`src/rtl/button_pulse_array.sv`:
```
`default_nettype none
// +--------------------------------------------------------------------------+
// | Module : button_pulse_array                                              |
// | Brief  : Sync + debounce per push-button, then a shared press arbiter    |
// |          that emits one command pulse per press. Build option            |
// |          AUTO_REPEAT_EN adds hold-to-repeat on non-priority channels.    |
// | Rev    : 1.0                                                             |
// +--------------------------------------------------------------------------+
module button_pulse_array #(
  parameter int NUM_BTN       = 3,
  parameter int SYNC_STAGES   = 2,
  parameter int DEBOUNCE_CYC  = 4,
  parameter int PRIO_IDX      = 2,
  parameter int REPEAT_DELAY  = 50,
  parameter int REPEAT_PERIOD = 10
) (
  input  logic               clk,
  input  logic               reset,
  input  logic [NUM_BTN-1:0] btn_in,
  input  logic               enable,
  output logic [NUM_BTN-1:0] pulse_out,
  output logic [NUM_BTN-1:0] level_out,
  output logic               held
);

  localparam int                 c_CntW     = $clog2(DEBOUNCE_CYC + 1);
  localparam logic [c_CntW-1:0]  c_CntLast  = c_CntW'(DEBOUNCE_CYC - 1);
  localparam logic [NUM_BTN-1:0] c_PrioMask = NUM_BTN'(1) << PRIO_IDX;
  localparam logic [0:0]         c_IDLE     = 1'b0;
  localparam logic [0:0]         c_HELD     = 1'b1;

  logic [NUM_BTN-1:0] r_sync [SYNC_STAGES];
  logic [0:0]         r_state;
  logic [0:0]         w_nextState;
  logic [NUM_BTN-1:0] r_pulse;
  logic [NUM_BTN-1:0] w_pulseNext;
  logic [NUM_BTN-1:0] w_pressPulse;
  logic [NUM_BTN-1:0] w_others;
  logic               w_othersOne;

  always_ff @(posedge clk) begin
    if (reset) begin
      for (int s = 0; s < SYNC_STAGES; s++) r_sync[s] <= '0;
    end else begin
      r_sync[0] <= btn_in;
      for (int s = 1; s < SYNC_STAGES; s++) r_sync[s] <= r_sync[s-1];
    end
  end

  // The level only flips after DEBOUNCE_CYC consecutive disagreeing samples.
  for (genvar i = 0; i < NUM_BTN; i++) begin : g_chan
    logic [c_CntW-1:0] r_cnt;
    logic              r_level;

    always_ff @(posedge clk) begin
      if (reset) begin
        r_cnt   <= '0;
        r_level <= 1'b0;
      end else if (r_sync[SYNC_STAGES-1][i] == r_level) begin
        r_cnt <= '0;
      end else if (r_cnt == c_CntLast) begin
        r_level <= ~r_level;
        r_cnt   <= '0;
      end else begin
        r_cnt <= r_cnt + c_CntW'(1);
      end
    end

    assign level_out[i] = r_level;
  end

  assign w_others    = level_out & ~c_PrioMask;
  assign w_othersOne = (w_others != '0) && ((w_others & (w_others - NUM_BTN'(1))) == '0);

  always_ff @(posedge clk) begin
    if (reset) begin
      r_state <= c_IDLE;
      r_pulse <= '0;
    end else begin
      r_state <= w_nextState;
      r_pulse <= w_pulseNext;
    end
  end

  always_comb begin
    w_nextState = r_state;
    case (r_state)
      c_IDLE:  if (|level_out)  w_nextState = c_HELD;
      c_HELD:  if (~|level_out) w_nextState = c_IDLE;
      default: w_nextState = c_IDLE;
    endcase
  end

  // Ambiguous multi-press (no priority bit) and presses under enable=0 give no pulse.
  always_comb begin
    w_pressPulse = '0;
    if (r_state == c_IDLE && enable) begin
      if (level_out[PRIO_IDX]) w_pressPulse = c_PrioMask;
      else if (w_othersOne)    w_pressPulse = w_others;
    end
  end

`ifdef AUTO_REPEAT_EN
  localparam logic [15:0] c_RepFirst = 16'(REPEAT_DELAY - 1);
  localparam logic [15:0] c_RepNext  = 16'(REPEAT_DELAY - 1 + REPEAT_PERIOD);
  localparam logic [15:0] c_RepReload = 16'(REPEAT_DELAY);

  logic [NUM_BTN-1:0] r_repeatMask;
  logic [15:0]        r_repCnt;
  logic               w_repeatRun;
  logic               w_repeatFire;

  assign w_repeatRun  = (r_state == c_HELD) && enable && (r_repeatMask != '0) &&
                        (level_out == r_repeatMask);
  assign w_repeatFire = w_repeatRun && (r_repCnt == c_RepFirst || r_repCnt == c_RepNext);

  // The mask remembers which non-priority press pulsed; any change to the held set forfeits it.
  always_ff @(posedge clk) begin
    if (reset) begin
      r_repeatMask <= '0;
      r_repCnt     <= '0;
    end else begin
      if (r_state == c_IDLE)             r_repeatMask <= w_pressPulse & ~c_PrioMask;
      else if (level_out != r_repeatMask) r_repeatMask <= '0;

      if (!w_repeatRun)      r_repCnt <= '0;
      else if (w_repeatFire) r_repCnt <= c_RepReload;
      else                   r_repCnt <= r_repCnt + 16'd1;
    end
  end

  always_comb begin
    w_pulseNext = w_pressPulse;
    if (w_repeatFire) w_pulseNext = r_repeatMask;
  end
`else
  if (REPEAT_DELAY < 1 || REPEAT_PERIOD < 1) begin : g_repeatParamRange
  end

  always_comb begin
    w_pulseNext = w_pressPulse;
  end
`endif

  assign pulse_out = r_pulse;
  assign held      = (r_state == c_HELD);

endmodule
`default_nettype wire
```
`config.mk`:
```
export PLATFORM = sky130hd
export DESIGN_NAME = button_pulse_array
export DESIGN_NICKNAME = d
export VERILOG_FILES = /design/src/rtl/button_pulse_array.sv
export SDC_FILE = /design/constraint.sdc
export NUM_CORES = 1
export LEC_CHECK = 0
export CAP_MARGIN = 20
export CORE_MARGIN = 2
export CORE_UTILIZATION = 53
export DETAILED_ROUTE_END_ITERATION = 8
export GPL_ROUTABILITY_DRIVEN = 0
export HOLD_SLACK_MARGIN = 0.08
export PLACE_DENSITY = 0.84
export SYNTH_ARGS = -nofsm -noshare
export SYNTH_HDL_FRONTEND = slang
export SYNTH_SLANG_ARGS = --single-unit
```
`constraint.sdc`:
```
create_clock -name clk -period 3.47 [get_ports clk]
set_clock_uncertainty 0.05 [all_clocks]
set_input_delay 0.694 -clock clk [delete_from_list [all_inputs] [get_ports clk]]
set_output_delay 0.694 -clock clk [all_outputs]
set_load 0.1 [all_outputs]
```
==> report_table.html <==
<table>
<tr><th>Metric</th><th>Value</th></tr>
<tr><th colspan="2">Timing</th></tr>
<tr><td>Setup Viol. Count Final</td><td>0</td></tr>
<tr><td>Total negative slack</td><td>0 ns</td></tr>
<tr><td>Maximum clock rate</td><td>399 MHz</td></tr>
<tr><td>Slew at the pin closest to its max-slew limit</td><td>0.959 ns</td></tr>
<tr><td>Post-layout worst setup margin</td><td>0.963 ns</td></tr>
<tr><td>Min Tclk post-route</td><td>2.51 ns</td></tr>
<tr><td>Final hold violation count</td><td>0</td></tr>
<tr><td>Setup repair after global routing missed its margin</td><td>no</td></tr>
<tr><td>Slew Viols, Final</td><td>0</td></tr>
<tr><td>Portion of the clock cycle consumed by the worst path in the final layout</td><td>0.723</td></tr>
<tr><td>Slew headroom</td><td>0.359</td></tr>
<tr><th colspan="2">Synthesis</th></tr>
<tr><td>Share of the synthesized area in the top cell type</td><td>0.549</td></tr>
<tr><td>Synth Net Count</td><td>84</td></tr>
<tr><td>Distinct cell type count after synthesis</td><td>16</td></tr>
<tr><td>Per-instance average area after synthesis</td><td>11.3 sq um</td></tr>
<tr><td>Synth top area cells</td><td>sky130_fd_sc_hd__dfxtp_1 55%, sky130_fd_sc_hd__ha_1 11%, sky130_fd_sc_hd__nor2b_1 4.7%</td></tr>
<tr><td>Number of synthesis warnings</td><td>0</td></tr>
<tr><td>Yosys reg bits</td><td>22</td></tr>
<tr><td>Post-synthesis cell type with the largest combined area</td><td>sky130_fd_sc_hd__dfxtp_1</td></tr>
<tr><td>Cell Area, Synth</td><td>802 sq um</td></tr>
<tr><td>Synthesized instance count</td><td>71</td></tr>
<tr><td>Post-synthesis sequential area ratio</td><td>0.549</td></tr>
<tr><th colspan="2">Route</th></tr>
<tr><td>Per-cell via count in the routed design</td><td>4.99</td></tr>
<tr><td>DR WL/cell</td><td>10.2 microns</td></tr>
<tr><td>Wire length after detailed routing</td><td>1.00 mm</td></tr>
<tr><td>Residual DRC</td><td>0</td></tr>
<tr><td>Residual antenna-violating net count after detailed routing</td><td>0</td></tr>
<tr><td>Vias</td><td>489</td></tr>
<tr><td>First-iteration detailed-routing DRC count</td><td>9</td></tr>
<tr><td>First-pass iteration count of the detailed router</td><td>4</td></tr>
<tr><th colspan="2">Pwr</th></tr>
<tr><td>Overall power of the completed layout</td><td>0.407 mW</td></tr>
<tr><td>Maximum vdd ir drop</td><td>335 uV</td></tr>
<tr><td>Leakage power of the design</td><td>0.348 nW</td></tr>
<tr><td>Part of the total power dissipated in combinational logic</td><td>0.036</td></tr>
<tr><td>Sequential power share</td><td>0.636</td></tr>
<tr><td>Total power divided by cell area</td><td>437 nW/um^2</td></tr>
<tr><td>Switching power total</td><td>0.0773 mW</td></tr>
<tr><td>Cell Int Power</td><td>0.329 mW</td></tr>
<tr><td>Switch share</td><td>0.190</td></tr>
<tr><td>Clock power frac</td><td>0.328</td></tr>
<tr><th colspan="2">CTS</th></tr>
<tr><td>Post-CTS setup buffers</td><td>0</td></tr>
<tr><td>Number of buffers created by CTS</td><td>3</td></tr>
<tr><td>CTS hold repair buffers</td><td>0</td></tr>
<tr><td>Total number of clock tree sinks</td><td>22</td></tr>
<tr><td>Latest clock arrival within the worst-skew pair</td><td>0.29 ns</td></tr>
<tr><td>Maximum buffer depth of the clock tree</td><td>2</td></tr>
<tr><td>Clock-pin transition on the worst setup and hold timing paths</td><td>0.11 ns</td></tr>
<tr><td>Root buf cell</td><td>sky130_fd_sc_hd__clkbuf_4</td></tr>
<tr><td>CTS resizes</td><td>0</td></tr>
<tr><td># H-tree levels</td><td>1</td></tr>
<tr><td>CTS tree</td><td>built</td></tr>
<tr><th colspan="2">Final layout</th></tr>
<tr><td>Area overhead of the layout relative to synthesis</td><td>15.9%</td></tr>
<tr><td>Sequential cell area</td><td>440 sq um</td></tr>
<tr><td>Fraction of final layout cells with drive strength greater than 1</td><td>0.0976</td></tr>
<tr><td>ANT cells</td><td>0</td></tr>
<tr><td>Fillcell total</td><td>121</td></tr>
<tr><td>Final standard cell area without fillers</td><td>930 sq um</td></tr>
<tr><td>Nets</td><td>96</td></tr>
<tr><td>Area taken by multi-input logic gates</td><td>298 sq um</td></tr>
<tr><td>Utilization after layout</td><td>0.639</td></tr>
<tr><th colspan="2">Worst setup path</th></tr>
<tr><td>Crit path largest cell delay</td><td>1.13 ns</td></tr>
<tr><td>Crit path max-delay family</td><td>buffers and inverters</td></tr>
<tr><td>Arrival time of the worst setup path</td><td>1.76 ns</td></tr>
<tr><td>Worst path cell trace</td><td>clkdlybuf4s50_1</td></tr>
<tr><td>Critical Path End Type</td><td>primary output</td></tr>
<tr><td>Critical path required time</td><td>2.73 ns</td></tr>
<tr><td>Setup Crit Path Kind</td><td>flop to primary output</td></tr>
<tr><td>Count of buffering cells on the critical path with inverters included</td><td>1</td></tr>
<tr><td>Worst-path cell with the longest stage delay</td><td>sky130_fd_sc_hd__clkdlybuf4s50_1</td></tr>
<tr><td>Max Fanout on Critical Path</td><td>1</td></tr>
<tr><td>Startpoint Class</td><td>flop</td></tr>
<tr><th colspan="2">Floorplanning</th></tr>
<tr><td>Width of the die</td><td>42.9 microns</td></tr>
<tr><td>Core area</td><td>1450 sq um</td></tr>
<tr><td>Die area</td><td>1840 sq um</td></tr>
<tr><td>Ports placed on the boundary</td><td>13</td></tr>
<tr><td>Standard-cell rows</td><td>14</td></tr>
<tr><td>Vertical die dimension</td><td>42.9 microns</td></tr>
<tr><td>Initial Utilization</td><td>0.552</td></tr>
<tr><th colspan="2">Global route</th></tr>
<tr><td>Initial antenna violation count</td><td>0</td></tr>
<tr><td>Overall global routing resource usage</td><td>0.132</td></tr>
<tr><td>Layer with the highest usage</td><td>met2</td></tr>
<tr><td>Global Route met1 Usage</td><td>0.175</td></tr>
<tr><td>Maximum number of pins on one net before global-route repair</td><td>21</td></tr>
<tr><td>Wire length of the first global-routing pass</td><td>1.76 mm</td></tr>
<tr><td>Residual overflow from global routing</td><td>0</td></tr>
<tr><td>GR Util met2</td><td>0.182</td></tr>
<tr><td>Global routing usage on met3</td><td>0.0255</td></tr>
<tr><td>Vias in the first global route</td><td>418</td></tr>
<tr><th colspan="2">Hold path</th></tr>
<tr><td>Hold crit path type</td><td>flop to flop</td></tr>
<tr><th colspan="2">Outcome</th></tr>
<tr><td>Result of the run</td><td>completed</td></tr>
<tr><th colspan="2">Placement</th></tr>
<tr><td>Number of port buffers</td><td>12</td></tr>
<tr><td>Half-perimeter wire length of the detailed placement result</td><td>754 microns</td></tr>
<tr><td>Post-detailed-placement cell area</td><td>893 sq um</td></tr>
<tr><td>Dpl ws</td><td>1.16 ns</td></tr>
<tr><th colspan="2">Flow run</th></tr>
<tr><td>Max-capacitance violation count</td><td>0</td></tr>
</table>
registers in the layout, indices dropped and copies added, names as in the netlist:
signal / cells
g_chan.r_cnt: 9
r_sync: 6
g_chan.r_level: 3
pulse_out: 3
held: 1
per-layer routing:
layer  vias up  routed length, microns
li1        259                       -
met5         -                       0
met2         9                     472
met1       219                     476
met3         2                      41
met4         0                      10
per-stage QoR:
| step | cells | hold slack (ns) |
|---|---|---|
| 2_1_floorplan | 71 | 0.355 |
| 3_3_place_gp | 94 | 0.366 |
| 3_5_place_dp | 94 | 0.373 |
| 4_1_cts | 98 | 0.389 |
| 5_1_grt | 98 | 0.406 |
| 6_report | 98 | 0.387 |
power by group through the flow:
| stage | Clock [mW] | Combinational, mW | Sequential, mW |
|---|---|---|---|
| floorplan | 0 | 0.0102 | 0.264 |
| global placement | 0 | 0.0144 | 0.264 |
| detailed placement | 0 | 0.0149 | 0.264 |
| CTS | 0.139 | 0.0149 | 0.259 |
| global route | 0.151 | 0.0164 | 0.259 |
| finish | 0.134 | 0.0147 | 0.258 |
cell usage after synthesis, drive strengths merged:
library cell / instances
dfxtp: 22
ha: 7
inv: 6
nor2b: 6
nor4: 6
buf: 5
nor2: 4
mux2i: 3
nor4b: 3
xnor2: 3
nand2: 2
nor3: 2
a21oi: 1
or3b: 1
cell type report:
class | count | area share
Inverter | 6 | 0.0242
Multi-Input combinational cell | 38 | 0.320
Tap cell | 16 | 0.0215
Clock buffer | 4 | 0.0390
Timing Repair Buffer | 12 | 0.121
Sequential cell | 22 | 0.474
layout by cell type, fill, tap and decap left out, drive strengths merged:
master	synthesis	final
a21oi	1	1
buf	5	3
clkbuf	0	4
clkdlybuf4s50	0	9
dfxtp	22	22
ha	7	7
inv	6	6
mux2i	3	3
nand2	2	2
nor2	4	4
nor2b	6	6
nor3	2	2
nor4	6	6
nor4b	3	3
or3b	1	1
xnor2	3	3
final timing paths:
path / endpoint / depth (start not counted) / from / slack (ns)
setup / recovery: pulse_out[0] / 1 / pulse_out[0] / 0.96
hold / removal: g_chan[0].r_cnt[0] / 1 / g_chan[0].r_cnt[0] / 0.39
setup reg to reg: g_chan[2].r_cnt[2] / 3 / g_chan[2].r_cnt[0] / 2.27
hold reg to reg: g_chan[0].r_cnt[0] / 1 / g_chan[0].r_cnt[0] / 0.39
kinds of logic (layout without fill, tap and decap cells):
family | after synthesis | after routing | synth area share
AOI/OAI and AO/OA | 1 | 1 | 0.00623
adders and majority gates | 7 | 7 | 0.109
buffers and inverters | 11 | 22 | 0.0796
xor gates and xnor gates | 3 | 3 | 0.0328
and+or+nand+nor | 24 | 24 | 0.186
DFF | 22 | 22 | 0.549
muxes | 3 | 3 | 0.0374
No activity file was read; power rests on OpenSTA's default activity.
